File: src/rtl/mem_arb.sv
// rtl/mem_arb.sv - two-requester memory bus arbiter (fetch vs load/store)
//
// Shares one external memory bus between instruction fetch (i_*) and the
// MEM-stage load/store path (d_*). Data accesses win ties unless D has been
// granted STREAK_MAX times in a row while fetch was waiting.
//
// Ports:
//   clk, rst_n               clock, asynchronous active-low reset
//   i_req/i_addr             fetch request, held until i_done
//   i_done/i_rdata/i_err     fetch completion pulse, read data, abort flag
//   d_req/d_we/d_addr/
//   d_wdata/d_be             load/store request, held until d_done
//   d_done/d_rdata/d_err     data completion pulse, load data, abort flag
//   bus_req/bus_we/bus_addr/
//   bus_wdata/bus_be         registered bus transaction fields
//   bus_ack/bus_rdata        bus completion and read data
//
// Optional feature macro: MINA_ARB_TIMEOUT_EN (bus wait timeout after
// TIMEOUT_CYC busy cycles, reported through i_err/d_err).

module mem_arb #(
    parameter int ADDR_W      = 32,
    parameter int DATA_W      = 32,
    parameter int STREAK_MAX  = 4,
    parameter int TIMEOUT_CYC = 255
) (
    input  logic                clk,
    input  logic                rst_n,
    input  logic                i_req,
    input  logic [ADDR_W-1:0]   i_addr,
    output logic                i_done,
    output logic [DATA_W-1:0]   i_rdata,
    output logic                i_err,
    input  logic                d_req,
    input  logic                d_we,
    input  logic [ADDR_W-1:0]   d_addr,
    input  logic [DATA_W-1:0]   d_wdata,
    input  logic [DATA_W/8-1:0] d_be,
    output logic                d_done,
    output logic [DATA_W-1:0]   d_rdata,
    output logic                d_err,
    output logic                bus_req,
    output logic                bus_we,
    output logic [ADDR_W-1:0]   bus_addr,
    output logic [DATA_W-1:0]   bus_wdata,
    output logic [DATA_W/8-1:0] bus_be,
    input  logic                bus_ack,
    input  logic [DATA_W-1:0]   bus_rdata
);

    localparam int BE_W = DATA_W / 8;
    localparam int SW   = $clog2(STREAK_MAX + 1);
    localparam logic [SW-1:0] STREAK_SAT = SW'(STREAK_MAX);

    typedef enum logic [1:0] {IDLE, BUSY_I, BUSY_D, DONE} state_t;

    state_t        state, state_nx;
    logic [SW-1:0] streak;
    logic          grant_i, grant_d, timeout;

`ifdef MINA_ARB_TIMEOUT_EN
    localparam int TW = $clog2(TIMEOUT_CYC + 1);
    logic [TW-1:0] tcnt;

    // Counter value reaches TIMEOUT_CYC-1 on the TIMEOUT_CYC-th busy edge;
    // a simultaneous ack takes precedence.
    always_comb begin
        timeout = 1'b0;
        if ((state == BUSY_I || state == BUSY_D) && !bus_ack)
            timeout = (tcnt == TW'(TIMEOUT_CYC - 1));
    end

    always_ff @(posedge clk or negedge rst_n) begin
        if (!rst_n) begin
            tcnt  <= '0;
            i_err <= 1'b0;
            d_err <= 1'b0;
        end else begin
            if (state == IDLE)
                tcnt <= '0;
            else if (state == BUSY_I || state == BUSY_D)
                tcnt <= tcnt + 1'b1;
            i_err <= (state == BUSY_I) && timeout;
            d_err <= (state == BUSY_D) && timeout;
        end
    end
`else
    assign timeout = 1'b0;
    assign i_err   = 1'b0;
    assign d_err   = 1'b0;
    wire unused_timeout = (TIMEOUT_CYC != 0);
`endif

    // Grant decision only happens in IDLE; DONE deliberately skips it because
    // the finished requester still shows its old request that cycle.
    always_comb begin
        grant_d = 1'b0;
        grant_i = 1'b0;
        if (state == IDLE) begin
            grant_d = d_req && (!i_req || streak != STREAK_SAT);
            grant_i = i_req && !grant_d;
        end
    end

    always_comb begin
        state_nx = state;
        case (state)
            IDLE: begin
                if (grant_d)      state_nx = BUSY_D;
                else if (grant_i) state_nx = BUSY_I;
            end
            BUSY_I, BUSY_D: begin
                if (bus_ack || timeout) state_nx = DONE;
            end
            DONE:    state_nx = IDLE;
            default: state_nx = IDLE;
        endcase
    end

    always_ff @(posedge clk or negedge rst_n) begin
        if (!rst_n) state <= IDLE;
        else        state <= state_nx;
    end

    always_ff @(posedge clk or negedge rst_n) begin
        if (!rst_n) begin
            streak    <= '0;
            bus_req   <= 1'b0;
            bus_we    <= 1'b0;
            bus_addr  <= '0;
            bus_wdata <= '0;
            bus_be    <= '0;
            i_done    <= 1'b0;
            i_rdata   <= '0;
            d_done    <= 1'b0;
            d_rdata   <= '0;
        end else begin
            case (state)
                IDLE: begin
                    if (grant_d) begin
                        bus_req   <= 1'b1;
                        bus_we    <= d_we;
                        bus_addr  <= d_addr;
                        bus_wdata <= d_wdata;
                        bus_be    <= d_be;
                        // Streak only grows while fetch is actually waiting.
                        if (!i_req)
                            streak <= '0;
                        else if (streak != STREAK_SAT)
                            streak <= streak + 1'b1;
                    end else if (grant_i) begin
                        bus_req   <= 1'b1;
                        bus_we    <= 1'b0;
                        bus_addr  <= i_addr;
                        bus_wdata <= '0;
                        bus_be    <= {BE_W{1'b1}};
                        streak    <= '0;
                    end
                end
                BUSY_I: begin
                    if (bus_ack || timeout) begin
                        bus_req <= 1'b0;
                        i_done  <= 1'b1;
                        i_rdata <= bus_ack ? bus_rdata : '0;
                    end
                end
                BUSY_D: begin
                    if (bus_ack || timeout) begin
                        bus_req <= 1'b0;
                        d_done  <= 1'b1;
                        d_rdata <= (bus_ack && !bus_we) ? bus_rdata : '0;
                    end
                end
                DONE: begin
                    i_done <= 1'b0;
                    d_done <= 1'b0;
                end
                default: ;
            endcase
        end
    end

endmodule
File: config.mk
export PLATFORM = sky130hd
export DESIGN_NAME = mem_arb
export DESIGN_NICKNAME = d
export VERILOG_FILES = /design/src/rtl/mem_arb.sv
export SDC_FILE = /design/constraint.sdc
export NUM_CORES = 1
export LEC_CHECK = 0
export ABC_CLOCK_PERIOD_IN_PS = 1560
export BUFFER_PORTS_ARGS = -buffer_cell sky130_fd_sc_hd__buf_4
export CAP_MARGIN = 40
export CORE_ASPECT_RATIO = 0.7
export CORE_MARGIN = 1.5
export CORE_UTILIZATION = 40
export CTS_CLUSTER_DIAMETER = 60
export DETAILED_ROUTE_END_ITERATION = 16
export PLACE_DENSITY = 0.7
export SLEW_MARGIN = 20
export SYNTH_ARGS = -nofsm -noshare
export SYNTH_HDL_FRONTEND = slang
export SYNTH_SLANG_ARGS = --single-unit
File: constraint.sdc
create_clock -name clk -period 1.56 [get_ports clk]
set_input_delay 0.234 -clock clk [delete_from_list [all_inputs] [get_ports clk]]
set_output_delay 0.234 -clock clk [all_outputs]
set_load 0.01 [all_outputs]
# Yosys cells after proc, flatten, opt, wreduce, memory -nomap -nowiden
# Index checks and enable logic that the tools add are counted.
# Widths: inputs -> output; s select.
# totals
ramBits,0
mem_bits_ro,0
n_memories,0
register_bits,141
latch_bits,0
out_inout_bits,138
# op_classes
multipliers,0
eq_ne,9
n_div,0
bitwise,0
n_reduce_logical,21
order_cmp,0
shifts,0
n_addsub,1
n_mux,26
# op_table
cell,count
$mux 32,5
$mux 3,4
$reduce_and 2->1,6
$mux 1,8
$mux 4,2
$reduce_bool 2->1,4
$mux 2,3
$ne 3x3->1 const B,2
$pmux 1 s2,3
$pmux 2 s3,1
$reduce_and 3->1,2
$eq 2x2->1 const B,2
$ne 2x2->1 const B,2
$add 3x1->3 const B,1
$logic_and 1x1->1,3
$logic_not 1->1,3
$ne 3x2->1 const B,1
$eq 2x1->1 const B,1
$logic_not 2->1,1
$ne 2x1->1 const B,1
$reduce_or 2->1,1
$logic_or 1x1->1,1

# Longest topological paths before layout
# Gate-level depths: netlist of run 1.
# logic_depth
ltp_word,9
ltp_mapped,9

# Least setup slack after synthesis of run 1
# OpenSTA, ideal clock, no wires.
# synth_timing
path_kind,reg2reg
from,register state[0]
to,register bus_addr[22]
t_required_ns,1.491
setup_ns,0.069
path_stages_with_launch,9
arrival_time_ns,1.473
period_less_slack_ns,1.542
path_slack_ns,0.018
path_cell_list,dfrtp_1 -> inv_1 -> ha_1 -> buf_4 -> o21a_1 -> buf_4 -> clkbuf_1 -> nand3_1 -> nand3_1
# synth_between
elab_chain_cells,4
elab_cells_between_ends,6
classes_between,mux: 3; reduce/logical: 3
# synth_rtl
element,line_no,text
"start, declared",57,"state_t state, state_nx;"
"start signal, assigned",122,else state <= state_nx;
$logic_not 2->1 (*),"99, 138",
$mux 1,99,if (state == IDLE) begin
$reduce_bool 2->1 (no line),n/a,
$reduce_and 2->1 (no line),n/a,
"end signal, assigned",143,bus_addr <= d_addr;
"end signal, assigned",154,bus_addr <= i_addr;
"end, declared",44,"output logic [ADDR_W-1:0] bus_addr,"
# Every way passes the cells marked *; elsewhere a longest branch is shown, timed or not.
# A chain may end at the register's enable or synchronous reset.

# Final worst setup path of run 1
# layout_timing
from,register state[1]
to,register i_rdata[15]
# layout_between
elab_chain_cells,2
# layout_rtl
element,line_no,text
$eq 2x1->1,138,case (state)
$reduce_and 2->1 (no line),n/a,
"end signal, assigned",164,i_rdata <= bus_ack ? bus_rdata : '0;
"end, declared",32,"output logic [DATA_W-1:0] i_rdata,"
# Every way passes these cells.

==> impl_metrics.prom, run 1 <==
# TYPE chip_impl_metric gauge
chip_impl_metric{name="max-clock-path-buffers",unit=""} 2
chip_impl_info{name="worstPathCellList",value="inv_1 > ha_1 > nand2_1 > buf_12 > mux2_2"} 1
chip_impl_metric{name="fraction_of_layout_cells_with_a_size_suffix_above_1",unit="%"} 44.94
chip_impl_metric{name="die-width",unit="microns"} 146.8
chip_impl_metric{name="clk_latency",unit="ns"} 0.42
chip_impl_metric{name="setup_slack_after_layout",unit="ns"} 0.07814
chip_impl_metric{name="design.core.area",unit="sq um"} 14010
chip_impl_metric{name="cp_num_buf_inv",unit=""} 2
chip_impl_metric{name="syn2layout_area_growth",unit="%"} 50.21
chip_impl_metric{name="postSynthCellCount",unit=""} 521
chip_impl_metric{name="synth_warnings",unit=""} 0
chip_impl_metric{name="dr.first_iter.drc_count",unit=""} 179
chip_impl_metric{name="power.ir.vdd_worst",unit="mV"} 1.095
chip_impl_metric{name="fp-row-count",unit=""} 36
chip_impl_info{name="run_status",value="completed"} 1
chip_impl_metric{name="grt_antenna_before_repair",unit=""} 0
chip_impl_metric{name="grt_usage",unit="%"} 22.37
chip_impl_metric{name="pin_count_of_the_biggest_net_entering_global_routing",unit=""} 65
chip_impl_info{name="critical_path_class",value="register to register"} 1
chip_impl_metric{name="detail-route-antenna-nets",unit=""} 0
chip_impl_metric{name="postSynthAreaPerCell",unit="sq um"} 11.12
chip_impl_metric{name="starting_density_of_the_core",unit="%"} 41.35
chip_impl_metric{name="combinationalPowerShare",unit="%"} 44.2
chip_impl_metric{name="clock_power_share",unit="%"} 20.5
chip_impl_metric{name="cp_num_cells",unit=""} 5
chip_impl_metric{name="firstDrtPassIters",unit=""} 4
chip_impl_metric{name="tritoncts.num_buffers",unit=""} 17
chip_impl_metric{name="synth_cell_types",unit=""} 25
chip_impl_metric{name="timing.final.setup_violations",unit=""} 0
chip_impl_metric{name="die_y",unit="microns"} 103.7
chip_impl_metric{name="cp.arrival",unit="ns"} 1.78
chip_impl_metric{name="finalWorstPathRequiredPeriod",unit="ns"} 1.482
chip_impl_metric{name="post-place-ws",unit="ns"} -0.07261
chip_impl_metric{name="power.sequential.fraction",unit="%"} 35.3
chip_impl_metric{name="gp_congestion",unit=""} 0.8192
chip_impl_metric{name="slowest_stage_delay_cp",unit="ns"} 0.36
chip_impl_metric{name="avg_vias_per_cell",unit=""} 4.986
chip_impl_metric{name="period_share",unit="%"} 94.99
chip_impl_metric{name="clock-skew-final",unit="ns"} 0.005729
chip_impl_metric{name="h-tree-depth",unit=""} 4
chip_impl_metric{name="maxCapViolations",unit=""} 0
chip_impl_metric{name="worstPathMaxFanout",unit=""} 32
chip_impl_metric{name="place_area",unit="sq um"} 8090
chip_impl_metric{name="cellLeakagePower",unit="nW"} 4.357
chip_impl_metric{name="final-hold-violation-count",unit=""} 0
chip_impl_metric{name="cts_post_setup_buffers_inserted",unit=""} 0
chip_impl_info{name="clock_tree.root_cell",value="sky130_fd_sc_hd__clkbuf_16"} 1
chip_impl_metric{name="syn-cell-area",unit="sq um"} 5792
chip_impl_metric{name="wl_per_cell",unit="microns"} 16.82
chip_impl_metric{name="worst_r2r_path_depth",unit=""} 5
chip_impl_metric{name="finalWirelength",unit="microns"} 16820
chip_impl_metric{name="net-switching-power",unit="mW"} 6.568
chip_impl_info{name="cts_tree",value="done"} 1
chip_impl_metric{name="grt_pass1_wl",unit="microns"} 26480
chip_impl_metric{name="vias_in_the_first_global_route",unit=""} 5084
chip_impl_metric{name="crit_required",unit="ns"} 1.86
chip_impl_info{name="final_cell_mix",value="sky130_fd_sc_hd__buf_4, sky130_fd_sc_hd__dfrtp_1, sky130_fd_sc_hd__nand2_1"} 1
chip_impl_metric{name="drt_drc_violations_left",unit=""} 0
chip_impl_metric{name="synth-seq-area-share",unit="%"} 60.92
chip_impl_metric{name="tns",unit="ns"} 0
chip_impl_metric{name="antenna_cells_inserted",unit=""} 0
chip_impl_metric{name="final_core_util",unit="%"} 62.10
chip_impl_metric{name="gr-total-overflow",unit=""} 0
chip_impl_metric{name="cts_num_sinks",unit=""} 141
chip_impl_metric{name="clkSlewWorstSetupHoldPaths",unit="ns"} 0.06
chip_impl_metric{name="synth.ff_latch_count",unit=""} 141
chip_impl_metric{name="vias",unit=""} 4986
chip_impl_info{name="layout.cells.most_common",value="sky130_fd_sc_hd__buf_4"} 1
chip_impl_info{name="critical-path-top-delay-family",value="multiplexers"} 1
chip_impl_metric{name="design.portCount",unit=""} 276
chip_impl_metric{name="hold-worst-slack",unit="ns"} 0.02103
chip_impl_metric{name="dp_hpwl",unit="microns"} 12170
chip_impl_metric{name="internal-power",unit="mW"} 12.06
chip_impl_metric{name="num-nets-final",unit=""} 941
chip_impl_metric{name="layout.filler_cells",unit=""} 1121
chip_impl_metric{name="power_density",unit="nW/um^2"} 2141
chip_impl_info{name="unrepaired_setup_endpoints_after_global_routing",value="yes"} 1
chip_impl_metric{name="placement.io_buffers",unit=""} 273
chip_impl_info{name="critPathSlowestCell",value="sky130_fd_sc_hd__mux2_2"} 1
chip_impl_metric{name="max_freq",unit="GHz"} 0.6748
chip_impl_info{name="worstHoldPathType",value="input port to register"} 1
chip_impl_metric{name="final_cell_area",unit="sq um"} 8700
chip_impl_metric{name="switching_portion_of_total_power",unit="%"} 35.25
chip_impl_info{name="critPathCaptureType",value="register"} 1
chip_impl_metric{name="final_max_slew_viol_count",unit=""} 0
chip_impl_info{name="critPathLaunchType",value="register"} 1
chip_impl_metric{name="die-area",unit="sq um"} 15220
chip_impl_metric{name="worst_hold_path.num_cells",unit=""} 2
-- power by group through the flow --
stage	Sequential [mW]	Clock, mW	Combinational [mW]
global placement	6.60	0	7.83
finish	6.58	3.82	8.23
CTS	6.58	3.88	8.25
floorplan	7.24	0	3.31
global route	6.80	4.05	8.94
detailed placement	6.58	0	8.20
-- worst paths after layout --
check,start,to,slack (ns)
worst max-delay path,state[1],i_rdata[15],0.08
worst min-delay path,d_be[1],bus_be[1],0.02
worst max register to register,state[1],i_rdata[15],0.08
worst min register to register,d_rdata[14],d_rdata[14],0.48
max in group asynchronous,rst_n,bus_addr[0],0.64
min in group asynchronous,rst_n,i_rdata[29],0.30
-- repair_timing --
action / 4_1_cts / 5_1_grt
gates resized for setup: 2 / 3
cloned: 0 / 1
setup endpoints to repair: 64 / 25
hold buffers: 1 / 0
endpoints found under the hold margin: 41 / 0
-- per-stage QoR --
step	power, mW	cells
final	18.63	1000
after detailed placement	14.78	966
after global placement	14.43	965
after CTS	18.70	999
after floorplan	10.55	522
after global routing	19.79	1000
-- metal layers --
layer / routed length [microns] / up-vias / GRT usage (%)
met2: 7857 / 206 / 36.05
met5: 0 / - / 0
met3: 1461 / 22 / 8.767
li1: - / 2336 / -
met1: 7278 / 2422 / 27.68
met4: 225 / 0 / 6.926
-- cells in the mapped netlist, drive strengths merged --
master  instances  area share (%)
nand2         108             7.0
ha              6             1.3
a21oi           3            0.26
nand2b         33             3.6
and3            1            0.11
dfrtp         141              61
mux2           33             6.4
conb            1           0.065
nand3          67             6.0
nor2            3            0.19
o21a            1            0.13
clkbuf         13            0.84
a21boi          1            0.13
buf            25             3.1
a31oi           1            0.11
o22ai           4            0.43
a22o           34             5.1
o21ai          36             3.1
o22a            4            0.60
inv             4            0.26
or2             1            0.11
a221oi          1            0.26
-- sequential cells by signal, summed over array words and instances (netlist names) --
signal	cells
bus_addr	32
bus_wdata	32
d_rdata	32
i_rdata	32
bus_be	4
streak	3
state	2
bus_req	1
bus_we	1
d_done	1
i_done	1
-- worst register-to-register path, stage by stage, from the launching register on --
cell and delay, ns:
sky130_fd_sc_hd__dfrtp_1 0.34, sky130_fd_sc_hd__inv_1 0.08, sky130_fd_sc_hd__ha_1 0.22, sky130_fd_sc_hd__nand2_1 0.12
sky130_fd_sc_hd__buf_12 0.21, sky130_fd_sc_hd__mux2_2 0.39
-- cell type report --
type	instances	area (sq um)	share of cell area (%)
clock buffer	23	467.9	5.379
clock inverter	9	86.33	0.9924
sequential	141	3530	40.57
tap	190	237.7	2.733
inverter	4	15.01	0.1726
timing repair buffer	294	2313	26.59
multi-input combinational	339	2049	23.56
-- kinds of logic (layout without fill, tap and decap cells) --
group | count (synthesis) | after routing | share of synthesized area (%)
other | 1 | 2 | 0.06475
AND/OR/NAND/NOR | 213 | 213 | 16.94
flip-flops | 141 | 141 | 60.92
multiplexers | 33 | 33 | 6.416
adder cells (fa/ha/maj) | 6 | 6 | 1.296
AO/OA/AOI/OAI | 85 | 85 | 10.17
buffers and inverters | 42 | 330 | 4.191
Note: power is estimated with default switching activity, not from simulation.
==> run 2: changes to the inputs <==
--- a/config.mk
+++ b/config.mk
@@ -5,7 +5,7 @@
 export SDC_FILE = /design/constraint.sdc
 export NUM_CORES = 1
 export LEC_CHECK = 0
-export ABC_CLOCK_PERIOD_IN_PS = 1560
+export ABC_CLOCK_PERIOD_IN_PS = 1200
 export BUFFER_PORTS_ARGS = -buffer_cell sky130_fd_sc_hd__buf_4
 export CAP_MARGIN = 40
 export CORE_ASPECT_RATIO = 0.7
==> constraint.sdc (replaced) <==
create_clock -name clk -period 1.2 [get_ports clk]
set_input_delay 0.18 -clock clk [delete_from_list [all_inputs] [get_ports clk]]
set_output_delay 0.18 -clock clk [all_outputs]
set_load 0.01 [all_outputs]
==> run 2 against run 1 <==
The flow now finishes with violations (negative setup slack). Clock skew rose by 0.0036 ns. Die area did not move. Utilization rose by 11 points. Highest routed layer unchanged.
==> impl_metrics.prom, run 2 (synthesis results as in run 1) <==
# TYPE chip_impl_metric gauge
chip_impl_metric{name="final-hold-violation-count",unit=""} 0
chip_impl_metric{name="timing.final.setup_violations",unit=""} 140
chip_impl_metric{name="die-area",unit="sq um"} 15220
chip_impl_metric{name="period_share",unit="%"} 118.8
chip_impl_info{name="critPathCaptureType",value="register"} 1
chip_impl_info{name="critPathLaunchType",value="register"} 1
chip_impl_metric{name="cellLeakagePower",unit="nW"} 5.007
chip_impl_info{name="layout.cells.most_common",value="sky130_fd_sc_hd__buf_4"} 1
chip_impl_metric{name="maxCapViolations",unit=""} 0
chip_impl_metric{name="dr.first_iter.drc_count",unit=""} 285
chip_impl_metric{name="clkSlewWorstSetupHoldPaths",unit="ns"} 0.06
chip_impl_metric{name="fraction_of_layout_cells_with_a_size_suffix_above_1",unit="%"} 43.92
chip_impl_metric{name="finalWorstPathRequiredPeriod",unit="ns"} 1.425
chip_impl_metric{name="h-tree-depth",unit=""} 4
chip_impl_metric{name="die_y",unit="microns"} 103.7
chip_impl_metric{name="gp_congestion",unit=""} 0.8402
chip_impl_info{name="critical_path_class",value="register to register"} 1
chip_impl_metric{name="dp_hpwl",unit="microns"} 12190
chip_impl_metric{name="design.core.area",unit="sq um"} 14010
chip_impl_metric{name="crit_required",unit="ns"} 1.49
chip_impl_metric{name="finalWirelength",unit="microns"} 19980
chip_impl_metric{name="tritoncts.num_buffers",unit=""} 17
chip_impl_metric{name="setup_slack_after_layout",unit="ns"} -0.2254
chip_impl_metric{name="final_cell_area",unit="sq um"} 10200
chip_impl_metric{name="design.portCount",unit=""} 276
chip_impl_metric{name="final_max_slew_viol_count",unit=""} 0
chip_impl_info{name="worstHoldPathType",value="input port to register"} 1
chip_impl_metric{name="clock-skew-final",unit="ns"} 0.009368
chip_impl_metric{name="avg_vias_per_cell",unit=""} 5.024
chip_impl_metric{name="max-clock-path-buffers",unit=""} 2
chip_impl_metric{name="power_density",unit="nW/um^2"} 2602
chip_impl_metric{name="die-width",unit="microns"} 146.8
chip_impl_metric{name="fp-row-count",unit=""} 36
chip_impl_metric{name="place_area",unit="sq um"} 8238
chip_impl_metric{name="starting_density_of_the_core",unit="%"} 41.35
chip_impl_metric{name="cp.arrival",unit="ns"} 1.71
chip_impl_info{name="failed_checks",value="negative setup slack"} 1
chip_impl_info{name="clock_tree.root_cell",value="sky130_fd_sc_hd__clkbuf_16"} 1
chip_impl_metric{name="firstDrtPassIters",unit=""} 5
chip_impl_info{name="final_cell_mix",value="sky130_fd_sc_hd__buf_4, sky130_fd_sc_hd__dfrtp_1, sky130_fd_sc_hd__nand2_1"} 1
chip_impl_metric{name="syn2layout_area_growth",unit="%"} 76.06
chip_impl_metric{name="layout.filler_cells",unit=""} 944
chip_impl_info{name="cts_tree",value="done"} 1
chip_impl_metric{name="grt_antenna_before_repair",unit=""} 0
chip_impl_metric{name="wl_per_cell",unit="microns"} 17.86
chip_impl_metric{name="vias_in_the_first_global_route",unit=""} 5843
chip_impl_metric{name="gr-total-overflow",unit=""} 0
chip_impl_metric{name="post-place-ws",unit="ns"} -0.3172
chip_impl_metric{name="placement.io_buffers",unit=""} 273
chip_impl_info{name="run_status",value="finished, violations left"} 1
chip_impl_metric{name="num-nets-final",unit=""} 1060
chip_impl_metric{name="clk_latency",unit="ns"} 0.41
chip_impl_metric{name="max_freq",unit="GHz"} 0.7015
chip_impl_metric{name="power.ir.vdd_worst",unit="mV"} 1.279
chip_impl_metric{name="vias",unit=""} 5622
chip_impl_metric{name="grt_usage",unit="%"} 25.94
chip_impl_metric{name="tns",unit="ns"} -20.83
chip_impl_info{name="unrepaired_setup_endpoints_after_global_routing",value="yes"} 1
chip_impl_metric{name="pin_count_of_the_biggest_net_entering_global_routing",unit=""} 57
chip_impl_metric{name="total_power_consumption_of_the_routed_design",unit="mW"} 26.53
chip_impl_metric{name="grt_pass1_wl",unit="microns"} 30660
chip_impl_metric{name="hold-worst-slack",unit="ns"} 0.01061
chip_impl_metric{name="worstPathMaxFanout",unit=""} 11
chip_impl_metric{name="detail-route-antenna-nets",unit=""} 0
chip_impl_metric{name="drt_drc_violations_left",unit=""} 0
chip_impl_metric{name="antenna_cells_inserted",unit=""} 0
chip_impl_metric{name="cts_num_sinks",unit=""} 141
==> run 2: changes by cell type in the layout (fill, tap and decap cells not counted), sizes merged <==
cell         before  now
inv               6    8
clkinv            4    1
dlygate4sd3       1   93
clkinvlp          2    4
bufinv            1    3
buf             292  316
==> run 2: cell type report <==
type,instances,area [sq um],area share [%]
Tap cell,190,237.7,2.331
Timing Repair Buffer,413,3656,35.85
Sequential cell,141,3530,34.61
Clock inverter,12,160.2,1.571
Inverter,4,15.01,0.1472
Clock buffer,20,446.7,4.380
Multi-Input combinational cell,339,2152,21.10
==> run 2: critical path, cell delays in order, from the launching register on <==
cell	delay (ns)
sky130_fd_sc_hd__dfrtp_1	0.38
sky130_fd_sc_hd__buf_4	0.15
sky130_fd_sc_hd__ha_4	0.18
sky130_fd_sc_hd__nand2_8	0.10
sky130_fd_sc_hd__buf_12	0.15
sky130_fd_sc_hd__mux2_2	0.34
==> run 2: layer usage <==
layer	part of all wire [%]	wire length (microns)	GRT usage, %	up-vias
li1	-	-	-	2582
met1	40	7930	31.38	2708
met2	49	9785	42.79	281
met3	8.3	1665	7.797	51
met4	3.0	601	11.62	0
met5	0	0	0	-
==> run 2: worst paths after layout <==
check | from | endpoint | slack [ns] | cells after the start
hold / removal | i_addr[27] | bus_addr[27] | 0.01 | 3
hold reg to reg | d_rdata[12] | d_rdata[12] | 0.48 | 2
max in group asynchronous | rst_n | i_rdata[10] | 0.46 | 3
setup reg to reg | state[0] | i_rdata[21] | -0.23 | 5
min in group asynchronous | rst_n | i_rdata[0] | 0.23 | 2
setup / recovery | state[0] | i_rdata[21] | -0.23 | 5
==> run 2: repair_timing <==
item                                   in CTS  in global routing
endpoints found under the hold margin     181                  1
setup endpoints to repair                 141                140
gates cloned                                3                  4
setup buffers                               2                  9
hold buffers                               92                  1
pin swaps                                   6                  1
resized for setup                          33                 22
==> run 2: stage by stage <==
step                std cells  utilization, %
floorplan                 522               -
global placement          976           58.81
detailed placement        976           58.81
CTS                      1105           71.11
global route             1119           72.79
finish                   1119           72.79
==> run 2: power by group <==
part,internal (mW),switching [mW]
combinational,6.77,5.74
sequential,7.12,1.50
clock,3.35,2.06
total,17.2,9.30
==> run 3: changes to the inputs <==
--- a/config.mk
+++ b/config.mk
@@ -10,10 +10,10 @@
 export CAP_MARGIN = 40
 export CORE_ASPECT_RATIO = 0.7
 export CORE_MARGIN = 1.5
-export CORE_UTILIZATION = 40
+export CORE_UTILIZATION = 23
 export CTS_CLUSTER_DIAMETER = 60
 export DETAILED_ROUTE_END_ITERATION = 16
-export PLACE_DENSITY = 0.7
+export PLACE_DENSITY = 0.44
 export SLEW_MARGIN = 20
 export SYNTH_ARGS = -nofsm -noshare
 export SYNTH_HDL_FRONTEND = slang
==> constraint.sdc (replaced) <==
create_clock -name clk -period 1.2 [get_ports clk]
set_input_delay 0.18 -clock clk [delete_from_list [all_inputs] [get_ports clk]]
set_output_delay 0.18 -clock clk [all_outputs]
set_load 0.005 [all_outputs]
==> run 3 against run 2 <==
The flow still finishes with violations (negative setup slack). Global-route usage fell by 9.7 points. Largest power group unchanged. Utilization down 27 points. Count of clock-buffer cells in the layout rose by 1. First-iteration DRC count is 33% lower. Wire length rose by 9.7%. Register-to-register slack got worse by 0.02 ns. Setup slack got worse by 0.021 ns. Die area is 72% higher. Critical endpoint is now i_rdata[12]. Highest routed layer unchanged. Total power is 3.1% higher.
==> impl_metrics.prom, run 3 (synthesis results as in run 1) <==
# TYPE chip_impl_metric gauge
chip_impl_info{name="unrepaired_setup_endpoints_after_global_routing",value="yes"} 1
chip_impl_metric{name="dr.first_iter.drc_count",unit=""} 192
chip_impl_metric{name="final_core_util",unit="%"} 45.37
chip_impl_metric{name="vias_in_the_first_global_route",unit=""} 5871
chip_impl_metric{name="h-tree-depth",unit=""} 4
chip_impl_metric{name="place.detailed.instances",unit=""} 1116
chip_impl_metric{name="slowest_stage_delay_cp",unit="ns"} 0.39
chip_impl_info{name="cp-endpoint",value="i_rdata[12]"} 1
chip_impl_metric{name="worst_r2r_path_depth",unit=""} 6
chip_impl_info{name="rr_startpoint",value="state[1]"} 1
chip_impl_metric{name="die-area",unit="sq um"} 26160
chip_impl_info{name="cts_tree",value="done"} 1
chip_impl_metric{name="grt_pass1_wl",unit="microns"} 32370
chip_impl_metric{name="cp_num_cells",unit=""} 6
chip_impl_metric{name="grt_usage",unit="%"} 16.26
chip_impl_metric{name="detail-route-antenna-nets",unit=""} 0
chip_impl_metric{name="clkSlewWorstSetupHoldPaths",unit="ns"} 0.06
chip_impl_info{name="run_status",value="finished, violations left"} 1
chip_impl_metric{name="hold-worst-slack",unit="ns"} 0.02547
chip_impl_metric{name="antenna_cells_inserted",unit=""} 0
chip_impl_metric{name="worstPathMaxFanout",unit=""} 11
chip_impl_metric{name="placement.io_buffers",unit=""} 273
chip_impl_info{name="grt.busiest_layer",value="met2"} 1
chip_impl_metric{name="grt_util_met2",unit="%"} 25.51
chip_impl_metric{name="num-nets-final",unit=""} 1120
chip_impl_metric{name="max-clock-path-buffers",unit=""} 2
chip_impl_metric{name="gr-total-overflow",unit=""} 0
chip_impl_metric{name="fp-row-count",unit=""} 48
chip_impl_metric{name="maxCapViolations",unit=""} 0
chip_impl_info{name="critPathCaptureType",value="register"} 1
chip_impl_info{name="failed_checks",value="negative setup slack"} 1
chip_impl_info{name="critical_path_class",value="register to register"} 1
chip_impl_metric{name="clock-skew-final",unit="ns"} 0.009096
chip_impl_metric{name="power_density",unit="nW/um^2"} 2443
chip_impl_metric{name="drt_drc_violations_left",unit=""} 0
chip_impl_metric{name="die-width",unit="microns"} 192.7
chip_impl_metric{name="power.ir.vdd_worst",unit="mV"} 1.218
chip_impl_metric{name="design.portCount",unit=""} 276
chip_impl_metric{name="total_power_consumption_of_the_routed_design",unit="mW"} 27.36
chip_impl_metric{name="clk_latency",unit="ns"} 0.42
chip_impl_metric{name="final-hold-violation-count",unit=""} 0
chip_impl_metric{name="cp_num_buf_inv",unit=""} 3
chip_impl_metric{name="cellLeakagePower",unit="nW"} 5.398
chip_impl_metric{name="timing.final.setup_violations",unit=""} 139
chip_impl_metric{name="starting_density_of_the_core",unit="%"} 23.46
chip_impl_metric{name="firstDrtPassIters",unit=""} 4
chip_impl_metric{name="grt_antenna_before_repair",unit=""} 0
chip_impl_metric{name="cts_num_sinks",unit=""} 141
chip_impl_metric{name="period_share",unit="%"} 120.5
chip_impl_metric{name="crit_required",unit="ns"} 1.50
chip_impl_info{name="critPathSlowestCell",value="sky130_fd_sc_hd__dfrtp_1"} 1
chip_impl_metric{name="finalWorstPathRequiredPeriod",unit="ns"} 1.447
chip_impl_metric{name="fraction_of_layout_cells_with_a_size_suffix_above_1",unit="%"} 43.98
chip_impl_info{name="worstHoldPathType",value="input port to register"} 1
chip_impl_metric{name="post-place-ws",unit="ns"} -0.2848
chip_impl_metric{name="max_freq",unit="GHz"} 0.6913
chip_impl_metric{name="reg2reg_slack",unit="ns"} -0.25
chip_impl_metric{name="wl_per_cell",unit="microns"} 16.69
chip_impl_metric{name="avg_vias_per_cell",unit=""} 4.282
chip_impl_metric{name="cp.arrival",unit="ns"} 1.75
chip_impl_metric{name="design.core.area",unit="sq um"} 24680
chip_impl_metric{name="gr-usage-met3",unit="%"} 5.543
chip_impl_metric{name="dp_hpwl",unit="microns"} 12800
chip_impl_metric{name="global_route.usage.met1",unit="%"} 21.38
chip_impl_metric{name="tritoncts.num_buffers",unit=""} 17
chip_impl_metric{name="die_y",unit="microns"} 135.8
chip_impl_metric{name="syn2layout_area_growth",unit="%"} 93.37
chip_impl_info{name="timing.critical_path.from",value="state[1]"} 1
chip_impl_info{name="final_cell_mix",value="sky130_fd_sc_hd__buf_4, sky130_fd_sc_hd__dfrtp_1, sky130_fd_sc_hd__dlygate4sd3_1"} 1
chip_impl_metric{name="vias",unit=""} 5627
chip_impl_info{name="r2r_end",value="i_rdata[12]"} 1
chip_impl_info{name="critical-path-top-delay-family",value="flip-flops"} 1
chip_impl_info{name="clock_tree.root_cell",value="sky130_fd_sc_hd__clkbuf_16"} 1
chip_impl_metric{name="final_max_slew_viol_count",unit=""} 0
chip_impl_metric{name="gp_congestion",unit=""} 0.7374
chip_impl_info{name="worstPathCellList",value="inv_2 > ha_2 > nand2_4 > buf_4 > buf_12 > mux2_2"} 1
chip_impl_info{name="critPathLaunchType",value="register"} 1
chip_impl_metric{name="finalWirelength",unit="microns"} 21930
chip_impl_metric{name="setup_slack_after_layout",unit="ns"} -0.2465
chip_impl_metric{name="pin_count_of_the_biggest_net_entering_global_routing",unit=""} 42
chip_impl_metric{name="post_layout_nonfiller_instances",unit=""} 1314
chip_impl_info{name="layout.cells.most_common",value="sky130_fd_sc_hd__buf_4"} 1
run 3: stage by stage:
step / TNS [ns] / instance area (sq um)
3_3_place_gp: -30.21 / 8419
3_5_place_dp: -31.25 / 8419
6_report: -27.05 / 11200
2_1_floorplan: -22.73 / 5861
5_1_grt: -39.30 / 11200
4_1_cts: -26.06 / 10850
run 3: timing repair:
action,CTS,global route
pin swaps,5,2
setup endpoints to repair,141,143
buffers inserted,8,7
hold buffers,133,0
resized for setup,38,21
hold endpoints to repair,241,0
cloned,8,10
run 3: worst min-delay path by stage:
stage / from / endpoint / depth (start not counted) / slack [ns]
finish: bus_rdata[14] / i_rdata[14] / 2 / 0.03
global route: bus_rdata[14] / i_rdata[14] / 2 / 0.01
CTS: bus_rdata[14] / i_rdata[14] / 2 / 0.0005
detailed placement: rst_n / d_rdata[1] / 1 / 0.07
global placement: rst_n / d_rdata[1] / 1 / 0.07
floorplan: rst_n / bus_addr[0] / 0 / -0.12
run 3: metal layers:
layer / wire length [microns] / part of all wire [%] / up-vias
li1: - / - / 2704
met3: 1749 / 8.0 / 9
met4: 131 / 0.60 / 0
met2: 10030 / 46 / 199
met1: 10010 / 46 / 2715
met5: 0 / 0 / -
run 3: power by group:
part,switching [mW],leakage [nW],total (mW),internal [mW]
clock,2.12,0.331,6.13,4.01
sequential,1.34,1.73,8.46,7.11
combinational,5.23,3.34,12.8,7.55
run 3: final cells by class:
type | instances | area, sq um
clock buffers | 21 | 460.4
well taps | 325 | 406.6
clock inverters | 11 | 212.7
repair buffers | 473 | 4395
flip-flops and latches | 141 | 3530
inverters | 4 | 15.01
multi-input cells | 339 | 2180
fillers | 2301 | 13480
